File: config.mk
export PLATFORM = sky130hd
export DESIGN_NAME = ps2_host_tx
export DESIGN_NICKNAME = d
export VERILOG_FILES = /design/src/rtl/ps2_pkg.sv /design/src/rtl/ps2_sync_edge.sv /design/src/rtl/ps2_host_tx.sv
export SDC_FILE = /design/constraint.sdc
export NUM_CORES = 1
export LEC_CHECK = 0
export ABC_AREA = 1
export CAP_MARGIN = 20
export CORE_ASPECT_RATIO = 1.2
export CORE_UTILIZATION = 59
export DETAILED_ROUTE_END_ITERATION = 12
export GPL_TIMING_DRIVEN = 0
export PLACE_DENSITY_LB_ADDON = 0.3
export SLEW_MARGIN = 20
export SYNTH_ARGS = -nofsm -noshare
export SYNTH_HDL_FRONTEND = slang
export SYNTH_SLANG_ARGS = --single-unit
File: constraint.sdc
create_clock -name CLOCK_50 -period 2.25 [get_ports CLOCK_50]
set_input_delay 0.3375 -clock CLOCK_50 [delete_from_list [all_inputs] [get_ports CLOCK_50]]
set_output_delay 0.3375 -clock CLOCK_50 [all_outputs]
set_load 0.01 [all_outputs]
File: src/rtl/ps2_pkg.sv
// ---------------------------------------------------------------------------
// ps2_pkg
// Shared definitions for the PS/2 host transmitter and its neighbours:
// FSM state encoding, transfer status codes, keyboard command bytes and a
// helper that builds the on-wire frame for a command byte.
// ---------------------------------------------------------------------------
package ps2_pkg;

   // Transmitter FSM states
   localparam logic [2:0] ST_IDLE      = 3'd0;
   localparam logic [2:0] ST_INHIBIT   = 3'd1;
   localparam logic [2:0] ST_REQ       = 3'd2;
   localparam logic [2:0] ST_WAIT_EDGE = 3'd3;
   localparam logic [2:0] ST_WAIT_IDLE = 3'd4;
   localparam logic [2:0] ST_DONE      = 3'd5;

   // Transfer status reported with tx_done
   typedef logic [1:0] tx_status_t;
   localparam tx_status_t TX_OK      = 2'b00;
   localparam tx_status_t TX_NOACK   = 2'b01;
   localparam tx_status_t TX_TIMEOUT = 2'b10;

   // Keyboard command bytes
   localparam logic [7:0] CMD_SET_LEDS = 8'hED;
   localparam logic [7:0] CMD_RESET    = 8'hFF;
   localparam logic [7:0] CMD_ENABLE   = 8'hF4;

   // Frame shifted out after the start bit: {stop, odd parity, data}.
   // Bit 0 is the first data bit on the wire.
   function automatic logic [9:0] ps2_frame(input logic [7:0] d);
      return {1'b1, ~^d, d};
   endfunction

endpackage

File: src/rtl/ps2_sync_edge.sv
// ---------------------------------------------------------------------------
// ps2_sync_edge
// Brings the asynchronous PS/2 clock and data pins into the CLOCK_50 domain
// with 2-FF synchronizers and flags falling edges of the PS/2 clock.
//   CLOCK_50   in   system clock
//   resetn     in   synchronous, active-low reset
//   i_clk_pin  in   raw PS2_CLK pin
//   i_dat_pin  in   raw PS2_DAT pin
//   o_clk_s    out  synchronized PS2_CLK level
//   o_dat_s    out  synchronized PS2_DAT level
//   o_clk_fall out  one-cycle pulse on a synchronized PS2_CLK falling edge
// ---------------------------------------------------------------------------
module ps2_sync_edge (
   input  logic CLOCK_50,
   input  logic resetn,
   input  logic i_clk_pin,
   input  logic i_dat_pin,
   output logic o_clk_s,
   output logic o_dat_s,
   output logic o_clk_fall
);

   logic r_clk_s1, r_clk_s2, r_clk_s3;
   logic r_dat_s1, r_dat_s2;

   // Reset to the idle-high bus level so no spurious edge follows reset.
   always_ff @(posedge CLOCK_50) begin
      if (!resetn) begin
         r_clk_s1 <= 1'b1;
         r_clk_s2 <= 1'b1;
         r_clk_s3 <= 1'b1;
         r_dat_s1 <= 1'b1;
         r_dat_s2 <= 1'b1;
      end else begin
         r_clk_s1 <= i_clk_pin;
         r_clk_s2 <= r_clk_s1;
         r_clk_s3 <= r_clk_s2;
         r_dat_s1 <= i_dat_pin;
         r_dat_s2 <= r_dat_s1;
      end
   end

   assign o_clk_s    = r_clk_s2;
   assign o_dat_s    = r_dat_s2;
   // r_clk_s3 is the previous synchronized level: high then low is a fall.
   assign o_clk_fall = ~r_clk_s2 & r_clk_s3;

endmodule

File: src/rtl/ps2_host_tx.sv
// ---------------------------------------------------------------------------
// ps2_host_tx
// PS/2 host-to-device transmitter. Sends one command byte to the keyboard
// using the open-drain handshake: inhibit the clock, request-to-send with
// a start bit, then present data/parity/stop on device clock falls and
// sample the device ACK. Only output enables are produced; the top level
// builds the tri-states (oe=1 pulls the line low).
//   CLOCK_50    in   50 MHz system clock
//   resetn      in   synchronous, active-low reset
//   tx_data     in   command byte
//   tx_valid    in   request, accepted when tx_valid & tx_ready
//   tx_ready    out  high only while idle
//   busy        out  high while a transfer is in progress
//   ps2_clk_in  in   raw PS2_CLK pin
//   ps2_dat_in  in   raw PS2_DAT pin
//   ps2_clk_oe  out  pull PS2_CLK low
//   ps2_dat_oe  out  pull PS2_DAT low
//   tx_done     out  one-cycle pulse at the end of each accepted transfer
//   tx_status   out  00 ok, 01 no ACK, 10 timeout; held until next tx_done
// ---------------------------------------------------------------------------
module ps2_host_tx
   import ps2_pkg::*;
#(
   parameter int INHIBIT_CYCLES = 5000,
   parameter int START_TIMEOUT  = 750000,
   parameter int BIT_TIMEOUT    = 100000,
   parameter int CNT_W          = 20
) (
   input  logic       CLOCK_50,
   input  logic       resetn,
   input  logic [7:0] tx_data,
   input  logic       tx_valid,
   output logic       tx_ready,
   output logic       busy,
   input  logic       ps2_clk_in,
   input  logic       ps2_dat_in,
   output logic       ps2_clk_oe,
   output logic       ps2_dat_oe,
   output logic       tx_done,
   output logic [1:0] tx_status
);

   // Terminal counts: the counter runs 0..N-1 for an N-cycle interval.
   localparam logic [CNT_W-1:0] L_INH   = CNT_W'(INHIBIT_CYCLES - 1);
   localparam logic [CNT_W-1:0] L_START = CNT_W'(START_TIMEOUT - 1);
   localparam logic [CNT_W-1:0] L_BIT   = CNT_W'(BIT_TIMEOUT - 1);

   logic             w_clk_s, w_dat_s, w_fall;
   logic [CNT_W-1:0] w_edge_limit;

   logic [2:0]       r_state;
   logic [CNT_W-1:0] r_cnt;
   logic [3:0]       r_bit_cnt;
   logic [9:0]       r_shreg;
   logic             r_clk_oe, r_dat_oe;
   logic [1:0]       r_ack_status;
   logic [1:0]       r_tx_status;

   ps2_sync_edge u_sync (
      .CLOCK_50   (CLOCK_50),
      .resetn     (resetn),
      .i_clk_pin  (ps2_clk_in),
      .i_dat_pin  (ps2_dat_in),
      .o_clk_s    (w_clk_s),
      .o_dat_s    (w_dat_s),
      .o_clk_fall (w_fall)
   );

   // The device may take much longer to start clocking than between bits.
   assign w_edge_limit = (r_bit_cnt == 4'd0) ? L_START : L_BIT;

   always_ff @(posedge CLOCK_50) begin
      if (!resetn) begin
         r_state      <= ST_IDLE;
         r_cnt        <= '0;
         r_bit_cnt    <= 4'd0;
         r_clk_oe     <= 1'b0;
         r_dat_oe     <= 1'b0;
         r_ack_status <= TX_OK;
         r_tx_status  <= TX_OK;
      end else begin
         case (r_state)
            ST_IDLE: begin
               if (tx_valid) begin
                  r_state   <= ST_INHIBIT;
                  r_cnt     <= '0;
                  r_bit_cnt <= 4'd0;
                  r_clk_oe  <= 1'b1;
                  r_dat_oe  <= 1'b0;
               end
            end
            ST_INHIBIT: begin
               if (r_cnt == L_INH) begin
                  r_state  <= ST_REQ;
                  r_cnt    <= '0;
                  r_dat_oe <= 1'b1;
               end else begin
                  r_cnt <= r_cnt + CNT_W'(1);
               end
            end
            ST_REQ: begin
               // Release the clock, keep DAT low as the start bit.
               r_state  <= ST_WAIT_EDGE;
               r_cnt    <= '0;
               r_clk_oe <= 1'b0;
               r_dat_oe <= 1'b1;
            end
            ST_WAIT_EDGE: begin
               // A fall in the same cycle as expiry takes precedence.
               if (w_fall) begin
                  r_cnt     <= '0;
                  r_bit_cnt <= r_bit_cnt + 4'd1;
                  if (r_bit_cnt == 4'd10) begin
                     r_ack_status <= w_dat_s ? TX_NOACK : TX_OK;
                     r_state      <= ST_WAIT_IDLE;
                     r_dat_oe     <= 1'b0;
                  end else begin
                     r_dat_oe <= ~r_shreg[0];
                  end
               end else if (r_cnt == w_edge_limit) begin
                  r_state     <= ST_DONE;
                  r_tx_status <= TX_TIMEOUT;
                  r_dat_oe    <= 1'b0;
               end else begin
                  r_cnt <= r_cnt + CNT_W'(1);
               end
            end
            ST_WAIT_IDLE: begin
               if (w_clk_s && w_dat_s) begin
                  r_state     <= ST_DONE;
                  r_tx_status <= r_ack_status;
               end else if (r_cnt == L_BIT) begin
                  r_state     <= ST_DONE;
                  r_tx_status <= TX_TIMEOUT;
               end else begin
                  r_cnt <= r_cnt + CNT_W'(1);
               end
            end
            ST_DONE: begin
               r_state <= ST_IDLE;
            end
            default: begin
               r_state  <= ST_IDLE;
               r_clk_oe <= 1'b0;
               r_dat_oe <= 1'b0;
            end
         endcase
      end
   end

   // Frame shift register: loaded on accept, shifted on each fall that
   // presents a new bit. Pure datapath, so no reset.
   always_ff @(posedge CLOCK_50) begin
      if (r_state == ST_IDLE && tx_valid) begin
         r_shreg <= ps2_frame(tx_data);
      end else if (r_state == ST_WAIT_EDGE && w_fall && r_bit_cnt != 4'd10) begin
         r_shreg <= {1'b1, r_shreg[9:1]};
      end
   end

   assign tx_ready   = (r_state == ST_IDLE);
   assign busy       = (r_state != ST_IDLE);
   assign tx_done    = (r_state == ST_DONE);
   assign tx_status  = r_tx_status;
   assign ps2_clk_oe = r_clk_oe;
   assign ps2_dat_oe = r_dat_oe;

endmodule
======== Yosys cells after proc, flatten, opt, wreduce, memory -nomap -nowiden ========
Cells that the tools add are included.
Widths: inputs -> output; s select.
cells by class
  add/subtract/negate cells ............... 2
  equality and inequality tests ........... 21
  muxes and demuxes ....................... 35
  bitwise gates (word level) .............. 5
  reductions and logical operators ........ 21
operators by type and width
  operator               count
  $mux 20                7
  $pmux 20 s5            1
  $mux 3                 7
  $add 20x1->20 const B  1
  $eq 20x13->1 const B   1
  $eq 20x17->1 const B   1
  $eq 20x20->1           1
  $mux 9                 2
  $pmux 3 s5             1
  $ne 2x2->1 const B     7
  $ne 3x3->1 const B     4
  $reduce_and 5->1       2
  $mux 2                 4
  $mux 4                 2
  $pmux 4 s2             1
  $reduce_and 4->1       2
  $reduce_xnor 8->1      1
  $mux 1                 7
  $eq 3x2->1 const B     2
  $eq 3x3->1 const B     2
  $reduce_and 3->1       2
  $reduce_bool 2->1      3
  $pmux 1 s5             1
  $reduce_bool 5->1      1
  15 further kinds       21
word-level totals
  bits in registers ....................... 47
  output and inout bits ................... 7
  logic and storage cells ................. 97

======== Longest topological paths before layout ========
Gate-level depths: netlist (run 1).
  word-level depth ........................ 6
  mapped depth ............................ 13
  mapped depth without buffers ............ 12

======== Cells and area by module ========
A second synthesis (run 1) with hierarchy kept.
second synthesis, totals
  cells, all modules ...................... 438
  area total of the unflattened synthesis .. 2827.7 sq um
by module, submodules not included
  module         times used  cells an instance  area an instance (sq um)  sequential area each (sq um)
  ps2_host_tx    1           421                2682.6                    910.9
  ps2_sync_edge  1           17                 145.1                     100.1

======== Worst setup path before layout (run 1) ========
OpenSTA, ideal clock, no wires.
  path type ............................... flip-flop to flip-flop
  from .................................... register r_state[1]
  to ...................................... register r_shreg[0] (enable)
  arrival ................................. 1383 ps
  required time ........................... 1916 ps
  setup slack ............................. 532 ps
  stages on the path, launching flop included .. 7
  buffers on the path ..................... 1
  path through ............................ dfxtp_1 > nor2_2 > nand2_1 > inv_1 > nand2_1 > clkbuf_1 > nand2_1
on the way
  elaborated cells on any way between the ends .. 6
RTL lines
  item                                RTL line            source
  from (decl)                         ps2_host_tx.sv:51   logic [2:0] r_state;
  from (signal assigned)              ps2_host_tx.sv:74   r_state <= ST_IDLE;
  from (signal assigned)              ps2_host_tx.sv:85   r_state <= ST_INHIBIT;
  from (signal assigned)              ps2_host_tx.sv:94   r_state <= ST_REQ;
  $logic_not 3->1                     --
  named net tx_ready                  ps2_host_tx.sv:33   output logic tx_ready,
  $logic_and 1x1->1                   ps2_host_tx.sv:154  if (r_state == ST_IDLE && tx_valid) begin
  $reduce_bool 2->1 (no source line)  --
  to (signal assigned)                ps2_host_tx.sv:155  r_shreg <= ps2_frame(tx_data);
  to (signal assigned)                ps2_host_tx.sv:157  r_shreg <= {1'b1, r_shreg[9:1]};
  to (decl)                           ps2_host_tx.sv:54   logic [9:0] r_shreg;
The timed path passes the listed nets, and every way through them passes these cells.
A chain may end at the register's enable or synchronous reset.

======== Worst setup path after layout (run 1) ========
  from .................................... register r_state[1]
  to ...................................... output port tx_ready
on the way
  word-level cells in the longest chain between the ends .. 1
ends and longest elaborated chain
  item             RTL line            source
  $logic_not 3->1  ps2_host_tx.sv:161  assign tx_ready = (r_state == ST_IDLE);
  to (decl)        ps2_host_tx.sv:33
Every way passes these cells.

==> flow_summary.yaml, run 1 <==
cts:
  post_cts_resized: 0
  post_cts_buffers: 0
  htree_levels: 2
  clock_latency_ns: 0.29
  cts_inserted_buffers: 5
  cts.sinks: 46
  cts-root-buf: "clkbuf_8"
  cts_hold_buf: 0
  path_clk_slew_ns: 0.09
  clock_path_buffers: 2
  cts_tree: "yes"
timing:
  hold_viol: 0
  relSlewSlack_pct: 60.9
  setup_viol: 0
  fin_setup_tns_ns: 0
  rsz0062_at_grt: "no"
  worst_pin_slew_ns: 0.586
  fin_worst_skew_ns: 0.00376
  post-route-period-util_pct: 89.9
  period_needed_ns: 2.02
  slew_violations: 0
  fin_ws_ns: 0.227
  max_freq_ghz: 0.494
route:
  viasPerCell: 5.46
  vias: 2806
  drtPass1Iterations: 5
  drt_iter0_drc: 254
  wire_per_inst_um: 13.9
  drt_drc_violations_left: 0
  routed_wl_um: 7150
  detail-route-antenna-nets: 0
die:
  io-pin-count: 20
  die_w_um: 66.6
  fp.dieH_um: 79.6
  initial_core_util_pct: 63.0
  core_area_sq_um: 4700
  rows: 27
  dieArea_sq_um: 5300
yosys:
  synth_commonest_cells: "122 x nand2_1, 56 x nor2_1, 46 x inv_1"
  ys_seq_area_share_pct: 34.2
  yosysUniqueCellTypes: 36
  synth.most_common_cell: "nand2_1"
  yosys.area.top_type: "dfxtp_1"
  ys.flop_type: "dfxtp_1"
  async_reset_ff_share_pct: 0
  synth_top_area_share_pct: 25.0
  syn_avg_cell_area_sq_um: 6.88
  synthesis.nets: 447
  synth_warnings: 0
  synth_seq_cells: 46
  synthCells: 430
  synth_edf_count: 9
  yosys-top-cells-area: "dfxtp_1 25%, nand2_1 15%, edfxtp_1 9.1%"
  synth_area_sq_um: 2960
power:
  switching_power_mw: 1.60
  leakage_nw: 1.42
  sequentialPowerShare_pct: 31.7
  power_density_nw_per_um2: 1090
  switching_share_pct: 44.5
  internal-power_mw: 2.00
  combPwrFrac_pct: 53.6
  p_clk_share_pct: 14.7
  peakVddDrop_mv: 0.919
min_path:
  hold_start: "resetn"
  hold_path_class: "in -> reg"
  holdPathEnd: "r_cnt[14]"
  hold_depth: 3
global_routing:
  grt_max_degree: 15
  antenna_found_initial: 0
  track_usage_pct: 29.7
  first_global_vias: 2708
  grt_pass1_wl_um: 12000
  grt_remaining_overflow: 0
placement:
  io_buffers: 18
  dp_hpwl_um: 5410
  gp_congestion: 0.964
  dpl_worst_slack_ns: 0.187
setup_path:
  cp.arrival_ns: 1.69
  worstPathCellList: "nor2_2 -> nand2_1 -> inv_1 -> clkdlybuf4s50_1"
  cp_max_fo: 5
  cpLargestDelayFamily: "buffers and inverters"
  r2r_end: "r_shreg[7]"
  ff2ff_path_depth: 6
  crit_required_ns: 1.91
  critPathCaptureType: "primary output"
  reg2reg_slack_ns: 0.28
  critical_path.max_stage_delay_ns: 0.53
  startpoint_type: "flop"
  crit_path_top_delay_cell: "clkdlybuf4s50_1"
  crit_type: "reg -> out"
  crit_buf_inv: 2
  r2r_start: "r_state[1]"
finish:
  fill_cells: 420
  fin_nets: 472
  multi_input_area_sq_um: 1640
  area_growth_pct: 11.8
  regArea_sq_um: 1010
  diodes: 0
  drive_above_1_share_pct: 15.6
outcome:
  status: "completed"
job:
  maxCapViolCount: 0
-- layout by cell type, fill, tap and decap left out, types with 4 or more instances in the layout --
master           count
xnor2_1              4
inv_1               46
nor2_1              56
nand4_1             13
nor3_1               7
clkbuf_8             6
inv_2                9
dfxtp_1             37
edfxtp_1             9
a21oi_1             12
a21oi_2             14
clkdlybuf4s50_1     18
nor2_2               9
o21ai_0              7
or2_2                6
nand2_1            122
buf_6                5
nand2_4              4
nand2_2              4
ha_1                 4
nand3_1             37
-- power by group through the flow --
| stage | clock network, mW | logic [mW] | registers [mW] |
|---|---|---|---|
| floorplan | 0 | 1.45 | 1.14 |
| global placement | 0 | 1.87 | 1.15 |
| detailed placement | 0 | 1.91 | 1.16 |
| CTS | 0.542 | 1.92 | 1.14 |
| global route | 0.568 | 2.13 | 1.16 |
| finish | 0.527 | 1.93 | 1.14 |
-- tightest hold or removal path: stages --
cell and delay, ns:
buf_2 0.17, nand2_1 0.10, a21oi_2 0.03
-- worst max-delay path by stage --
stage	startpoint	end	slack (ns)	depth (start not counted)
2_1_floorplan	r_state[1]	r_shreg[0]	0.53	6
3_3_place_gp	tx_valid	r_shreg[5]	0.18	4
3_5_place_dp	tx_valid	r_shreg[5]	0.19	4
4_1_cts	r_state[1]	tx_ready	0.22	4
5_1_grt	r_cnt[0]	ps2_dat_oe	0.08	11
6_report	r_state[1]	tx_ready	0.23	4
-- per-layer routing --
| layer | vias up | GRT usage [%] | share of wire (%) |
|---|---|---|---|
| li1 | 1422 | - | - |
| met1 | 1274 | 32.8 | 40 |
| met2 | 91 | 54.2 | 51 |
| met3 | 19 | 4.43 | 5.6 |
| met4 | 0 | 13.6 | 2.8 |
| met5 | - | 0 | 0 |
-- final cells by class --
cell class	count	area share, %
Clock buffer	6	2.50
Tap cell	58	2.20
Sequential cell	46	30.6
Timing Repair Buffer	18	5.45
Inverter	56	6.36
Multi-Input combinational cell	318	49.7
Buffer	10	2.80
Clock inverter	2	0.379
-- flip-flops by register name, indices dropped and copies added, names as in the netlist, 2 cells and up --
register,count
r_cnt,20
r_shreg,9
r_state,3
tx_status,2
r_bit_cnt,4
-- metrics by stage --
stage | power (mW) | instances | hold WS (ns) | util [%] | area (sq um)
after floorplan | 2.59 | 430 | 0.393 | - | 2960
after global placement | 3.02 | 506 | 0.396 | 68.4 | 3210
after detailed placement | 3.07 | 506 | 0.402 | 68.4 | 3210
after CTS | 3.60 | 514 | 0.382 | 70.4 | 3310
after global routing | 3.86 | 514 | 0.394 | 70.4 | 3310
final | 3.59 | 514 | 0.390 | 70.4 | 3310
-- cell families after synthesis --
| logic type | synth area share [%] |
|---|---|
| AOI/OAI and AO/OA | 8.93 |
| xor gates and xnor gates | 2.07 |
| adders and majority gates | 1.69 |
| buffers and inverters | 10.2 |
| DFF | 34.2 |
| and+or+nand+nor | 42.9 |
No activity file was read; power rests on OpenSTA's default activity.
==> run 2, diff against run 1 <==
--- a/config.mk
+++ b/config.mk
@@ -7,10 +7,11 @@
 export LEC_CHECK = 0
 export ABC_AREA = 1
 export CAP_MARGIN = 20
-export CORE_ASPECT_RATIO = 1.2
+export CORE_ASPECT_RATIO = 1.1
 export CORE_UTILIZATION = 59
 export DETAILED_ROUTE_END_ITERATION = 12
 export GPL_TIMING_DRIVEN = 0
+export MAX_ROUTING_LAYER = met4
 export PLACE_DENSITY_LB_ADDON = 0.3
 export SLEW_MARGIN = 20
 export SYNTH_ARGS = -nofsm -noshare
==> run 2 against run 1 <==
Worst setup slack worse by 0.010 ns. Maximum frequency down 0.52%. Design area up 0.34%. Via count is 1.6% higher. Global-route usage shrank 1.2 points. First-iteration DRC count increased by 18%. Wire length decreased by 1.6%. Register-to-register slack worse by 0.02 ns. Core utilization is 0.079 points lower. Sequential power about the same. Count of clock-buffer cells in the layout did not move. Critical path type unchanged. Highest routed layer unchanged.
==> flow_summary.yaml, run 2 (same netlist as run 1, synthesis figures left out) <==
setup_path:
  crit_path_top_delay_cell: "clkdlybuf4s50_1"
  r2r_start: "r_state[1]"
  crit_required_ns: 1.91
  critical_path.max_stage_delay_ns: 0.53
  cp.arrival_ns: 1.70
  worstPathCellList: "nor2_2 -> nand2_1 -> inv_1 -> clkdlybuf4s50_1"
  ff2ff_path_depth: 6
  startpoint_type: "flop"
  reg2reg_slack_ns: 0.26
  r2r_end: "r_shreg[5]"
  cp_max_fo: 5
  crit_type: "reg -> out"
  critPathCaptureType: "primary output"
finish:
  final_common_cell: "nand2_1"
  area_growth_pct: 12.1
  utilization_pct: 70.3
  drive_above_1_share_pct: 15.4
  largest_reg_flops: 20
  fin_nets: 472
  most-common-layout-cells: "122 x nand2_1, 56 x nor2_1, 46 x inv_1"
  fill_cells: 413
  largest-register: "r_cnt"
  fin_area_sq_um: 3320
  top_regs: "r_cnt (20), r_shreg (9), r_bit_cnt (4)"
  diodes: 0
power:
  sequentialPowerShare_pct: 31.0
  peakVddDrop_mv: 0.861
  internal-power_mw: 2.08
  switching_share_pct: 43.6
  leakage_nw: 1.42
  p_clk_share_pct: 16.9
  combPwrFrac_pct: 52.1
  power_density_nw_per_um2: 1110
  switching_power_mw: 1.61
timing:
  hold_viol: 0
  slew_violations: 0
  setup_viol: 0
  rsz0062_at_grt: "no"
  fin_setup_tns_ns: 0
  worst_pin_slew_ns: 0.559
  period_needed_ns: 2.03
  relSlewSlack_pct: 62.7
  max_freq_ghz: 0.492
  fin_worst_skew_ns: 0.0111
  fin_ws_ns: 0.216
  post-route-period-util_pct: 90.4
global_routing:
  grt_remaining_overflow: 0
  first_global_vias: 2624
  track_usage_pct: 28.5
  antenna_found_initial: 0
  grt_pass1_wl_um: 11800
  grt_max_degree: 15
outcome:
  status: "completed"
cts:
  post_cts_resized: 0
  cts-root-buf: "clkbuf_8"
  clock_latency_ns: 0.30
  cts.sinks: 46
  cts_hold_buf: 0
  path_clk_slew_ns: 0.09
  cts_inserted_buffers: 5
  post_cts_buffers: 0
  clock_path_buffers: 2
  htree_levels: 2
  cts_tree: "yes"
route:
  detail-route-antenna-nets: 0
  routed_wl_um: 7040
  drt_iter0_drc: 300
  drt_drc_violations_left: 0
  viasPerCell: 5.57
  wire_per_inst_um: 13.7
  drtPass1Iterations: 7
  vias: 2851
job:
  maxCapViolCount: 0
placement:
  place_area_sq_um: 3210
  gp_congestion: 1.05
  dpl_worst_slack_ns: 0.119
  dp_hpwl_um: 5140
  io_buffers: 18
die:
  io-pin-count: 20
  fp.dieH_um: 76.3
  die_w_um: 69.5
  dieArea_sq_um: 5300
  rows: 26
  initial_core_util_pct: 62.7
  core_area_sq_um: 4720
min_path:
  hold_depth: 3
  holdPathEnd: "r_cnt[14]"
  hold_start: "resetn"
  hold_path_class: "in -> reg"
-- run 2: area by class of cell --
type	instances	area, sq um	share of cell area, %
sequential	46	1010	30.5
clock buffer	6	72.6	2.19
timing repair buffer	18	180	5.43
buffer	10	92.6	2.79
inverter	56	210	6.34
tap	56	70.1	2.11
multi-input combinational	318	1640	49.6
clock inverter	2	36.3	1.09
-- run 2: worst max path at each step --
stage / cells past startpoint / endpoint / from
after floorplan: 6 / r_shreg[0] / r_state[1]
after global placement: 4 / r_shreg[5] / tx_valid
after detailed placement: 4 / r_shreg[5] / tx_valid
after CTS: 4 / tx_ready / r_state[1]
after global routing: 6 / r_shreg[5] / r_state[2]
final: 4 / tx_ready / r_state[1]
-- run 2: power groups by stage --
stage          registers [mW]  clock network (mW)  logic (mW)
5_1_grt                  1.16               0.666        2.14
3_5_place_dp             1.15                   0        1.90
3_3_place_gp             1.15                   0        1.86
4_1_cts                  1.14               0.634        1.91
6_report                 1.14               0.623        1.92
2_1_floorplan            1.14                   0        1.45
-- run 2: stage by stage --
step,total power [mW],hold slack (ns),std cells
after detailed placement,3.05,0.398,504
final,3.69,0.353,512
after CTS,3.68,0.346,512
after global routing,3.96,0.383,512
after global placement,3.01,0.394,504
after floorplan,2.59,0.393,430
-- run 2: layer usage --
| metal | part of all wire (%) | wire, um | global-route usage, % |
|---|---|---|---|
| met5 | 0 | 0 | - |
| met1 | 41 | 2900 | 33.4 |
| met4 | 2.9 | 204 | 11.2 |
| met3 | 6.8 | 478 | 5.82 |
| met2 | 49 | 3460 | 47.6 |
-- run 2: critical path: cells and delay by family (launching register included) --
family | cells | cell delay (ns)
and+or+nand+nor | 2 | 0.40
DFF | 1 | 0.38
buffers and inverters | 2 | 0.62
==> run 3, diff against run 2 <==
--- a/config.mk
+++ b/config.mk
@@ -12,7 +12,7 @@
 export DETAILED_ROUTE_END_ITERATION = 12
 export GPL_TIMING_DRIVEN = 0
 export MAX_ROUTING_LAYER = met4
-export PLACE_DENSITY_LB_ADDON = 0.3
+export PLACE_DENSITY = 0.82
 export SLEW_MARGIN = 20
 export SYNTH_ARGS = -nofsm -noshare
 export SYNTH_HDL_FRONTEND = slang
==> run 3 against run 2 <==
Sequential power hardly changed. Wire length down 0.75%. Non-clock buffer count unchanged. Highest routed layer unchanged. Core utilization shrank 0.58 points. Global-route usage increased by 0.92 points. Count of clock-buffer cells in the layout stayed put.
==> flow_summary.yaml, run 3 (same netlist as run 1, synthesis figures left out) <==
global_routing:
  grt_remaining_overflow: 0
  antenna_found_initial: 0
  grt_pass1_wl_um: 12200
  grt_max_degree: 14
  track_usage_pct: 29.4
  first_global_vias: 2656
die:
  initial_core_util_pct: 62.7
  core_area_sq_um: 4720
  rows: 26
  io-pin-count: 20
  dieArea_sq_um: 5300
  die_w_um: 69.5
  fp.dieH_um: 76.3
setup_path:
  crit_type: "reg -> out"
  crit_required_ns: 1.91
  cp.arrival_ns: 1.68
  crit_buf_inv: 2
  critPathCaptureType: "primary output"
  cpLargestDelayFamily: "buffers and inverters"
  worstPathCellList: "nor2_2 -> nand2_1 -> inv_1 -> clkdlybuf4s50_1"
  startpoint_type: "flop"
  crit_path_top_delay_cell: "clkdlybuf4s50_1"
  cp_max_fo: 5
  critical_path.max_stage_delay_ns: 0.53
timing:
  hold_viol: 0
  relSlewSlack_pct: 61.0
  period_needed_ns: 2.02
  fin_worst_skew_ns: 0.0101
  worst_pin_slew_ns: 0.585
  post-route-period-util_pct: 89.7
  setup_viol: 0
  fin_setup_tns_ns: 0
  max_freq_ghz: 0.496
  slew_violations: 0
  rsz0062_at_grt: "no"
cts:
  post_cts_resized: 0
  cts_tree: "yes"
  cts-root-buf: "clkbuf_8"
  clock_path_buffers: 2
  post_cts_buffers: 0
  cts_hold_buf: 0
  path_clk_slew_ns: 0.09
  clock_latency_ns: 0.30
  htree_levels: 2
  cts.sinks: 46
  cts_inserted_buffers: 5
placement:
  dp.cells: 504
  gp_congestion: 0.994
  place_area_sq_um: 3210
  dp_hpwl_um: 5290
  io_buffers: 18
route:
  viasPerCell: 5.53
  drt_iter0_drc: 248
  vias: 2831
  drtPass1Iterations: 5
  wire_per_inst_um: 13.6
  drt_drc_violations_left: 0
  detail-route-antenna-nets: 0
  routed_wl_um: 6980
power:
  switching_share_pct: 44.7
  combPwrFrac_pct: 54.0
  switching_power_mw: 1.59
  leakage_nw: 1.41
  power_density_nw_per_um2: 1080
  p_clk_share_pct: 13.9
  peakVddDrop_mv: 0.874
  sequentialPowerShare_pct: 32.1
  internal-power_mw: 1.96
finish:
  fin_area_sq_um: 3290
  fill_cells: 408
  largest-register: "r_cnt"
  final_common_cell: "nand2_1"
  diodes: 0
  largest_reg_flops: 20
  top_regs: "r_cnt (20), r_shreg (9), r_bit_cnt (4)"
  most-common-layout-cells: "122 x nand2_1, 56 x nor2_1, 46 x inv_1"
  fin_nets: 472
  stdcell_count: 512
  drive_above_1_share_pct: 15.1
  area_growth_pct: 11.2
min_path:
  hold_path_class: "in -> reg"
outcome:
  status: "completed"
job:
  maxCapViolCount: 0
-- run 3: cell types whose count changed in the layout (fill, tap and decap cells not counted) --
cell / previous run / this run
clkinv_1: 1 / 2
clkinv_2: 0 / 1
inv_4: 1 / 0
bufinv_16: 1 / 0
-- run 3: layer usage --
metal / global-route usage (%) / share of wire (%)
met3: 4.50 / 4.8
met5: - / 0
met1: 36.1 / 44
met4: 12.0 / 2.5
met2: 48.1 / 49
-- run 3: power groups by stage --
stage	combinational [mW]	sequential, mW	clock (mW)
after floorplan	1.45	1.14	0
after global placement	1.87	1.15	0
after detailed placement	1.90	1.16	0
after CTS	1.91	1.14	0.502
after global routing	2.13	1.16	0.538
final	1.92	1.14	0.494
-- run 3: worst min-delay path, delay by kind of cell --
kind                   cells  cell delay (ns)
buffers and inverters      1             0.17
AND/OR/NAND/NOR            2             0.14
-- run 3: cell type report --
class / instances / area (sq um) / area share [%]
inverters: 56 / 210 / 6.39
flip-flops and latches: 46 / 1010 / 30.7
clock inverters: 2 / 8.76 / 0.266
well taps: 56 / 70.1 / 2.13
repair buffers: 18 / 180 / 5.48
plain buffers: 10 / 92.6 / 2.81
multi-input cells: 318 / 1640 / 50.0
clock buffers: 6 / 72.6 / 2.21
-- run 3: path summary, 6_finish.rpt --
| path | start | end | slack [ns] | cells past startpoint |
|---|---|---|---|---|
| worst max-delay path | r_state[1] | tx_ready | 0.23 | 4 |
| worst min-delay path | resetn | r_cnt[10] | 0.37 | 3 |
| worst max register to register | r_state[1] | r_shreg[2] | 0.30 | 6 |
| worst min register to register | u_sync.r_clk_s1 | u_sync.o_clk_s | 0.42 | 1 |
-- run 3: per-stage QoR --
stage / setup slack (ns) / hold WS [ns] / power, mW / utilization, %
after floorplan: 0.532 / 0.393 / 2.59 / -
after global placement: 0.179 / 0.397 / 3.02 / 68.0
after detailed placement: 0.185 / 0.407 / 3.05 / 68.0
after CTS: 0.224 / 0.367 / 3.55 / 69.7
after global routing: 0.0734 / 0.367 / 3.83 / 69.7
final: 0.233 / 0.374 / 3.55 / 69.7
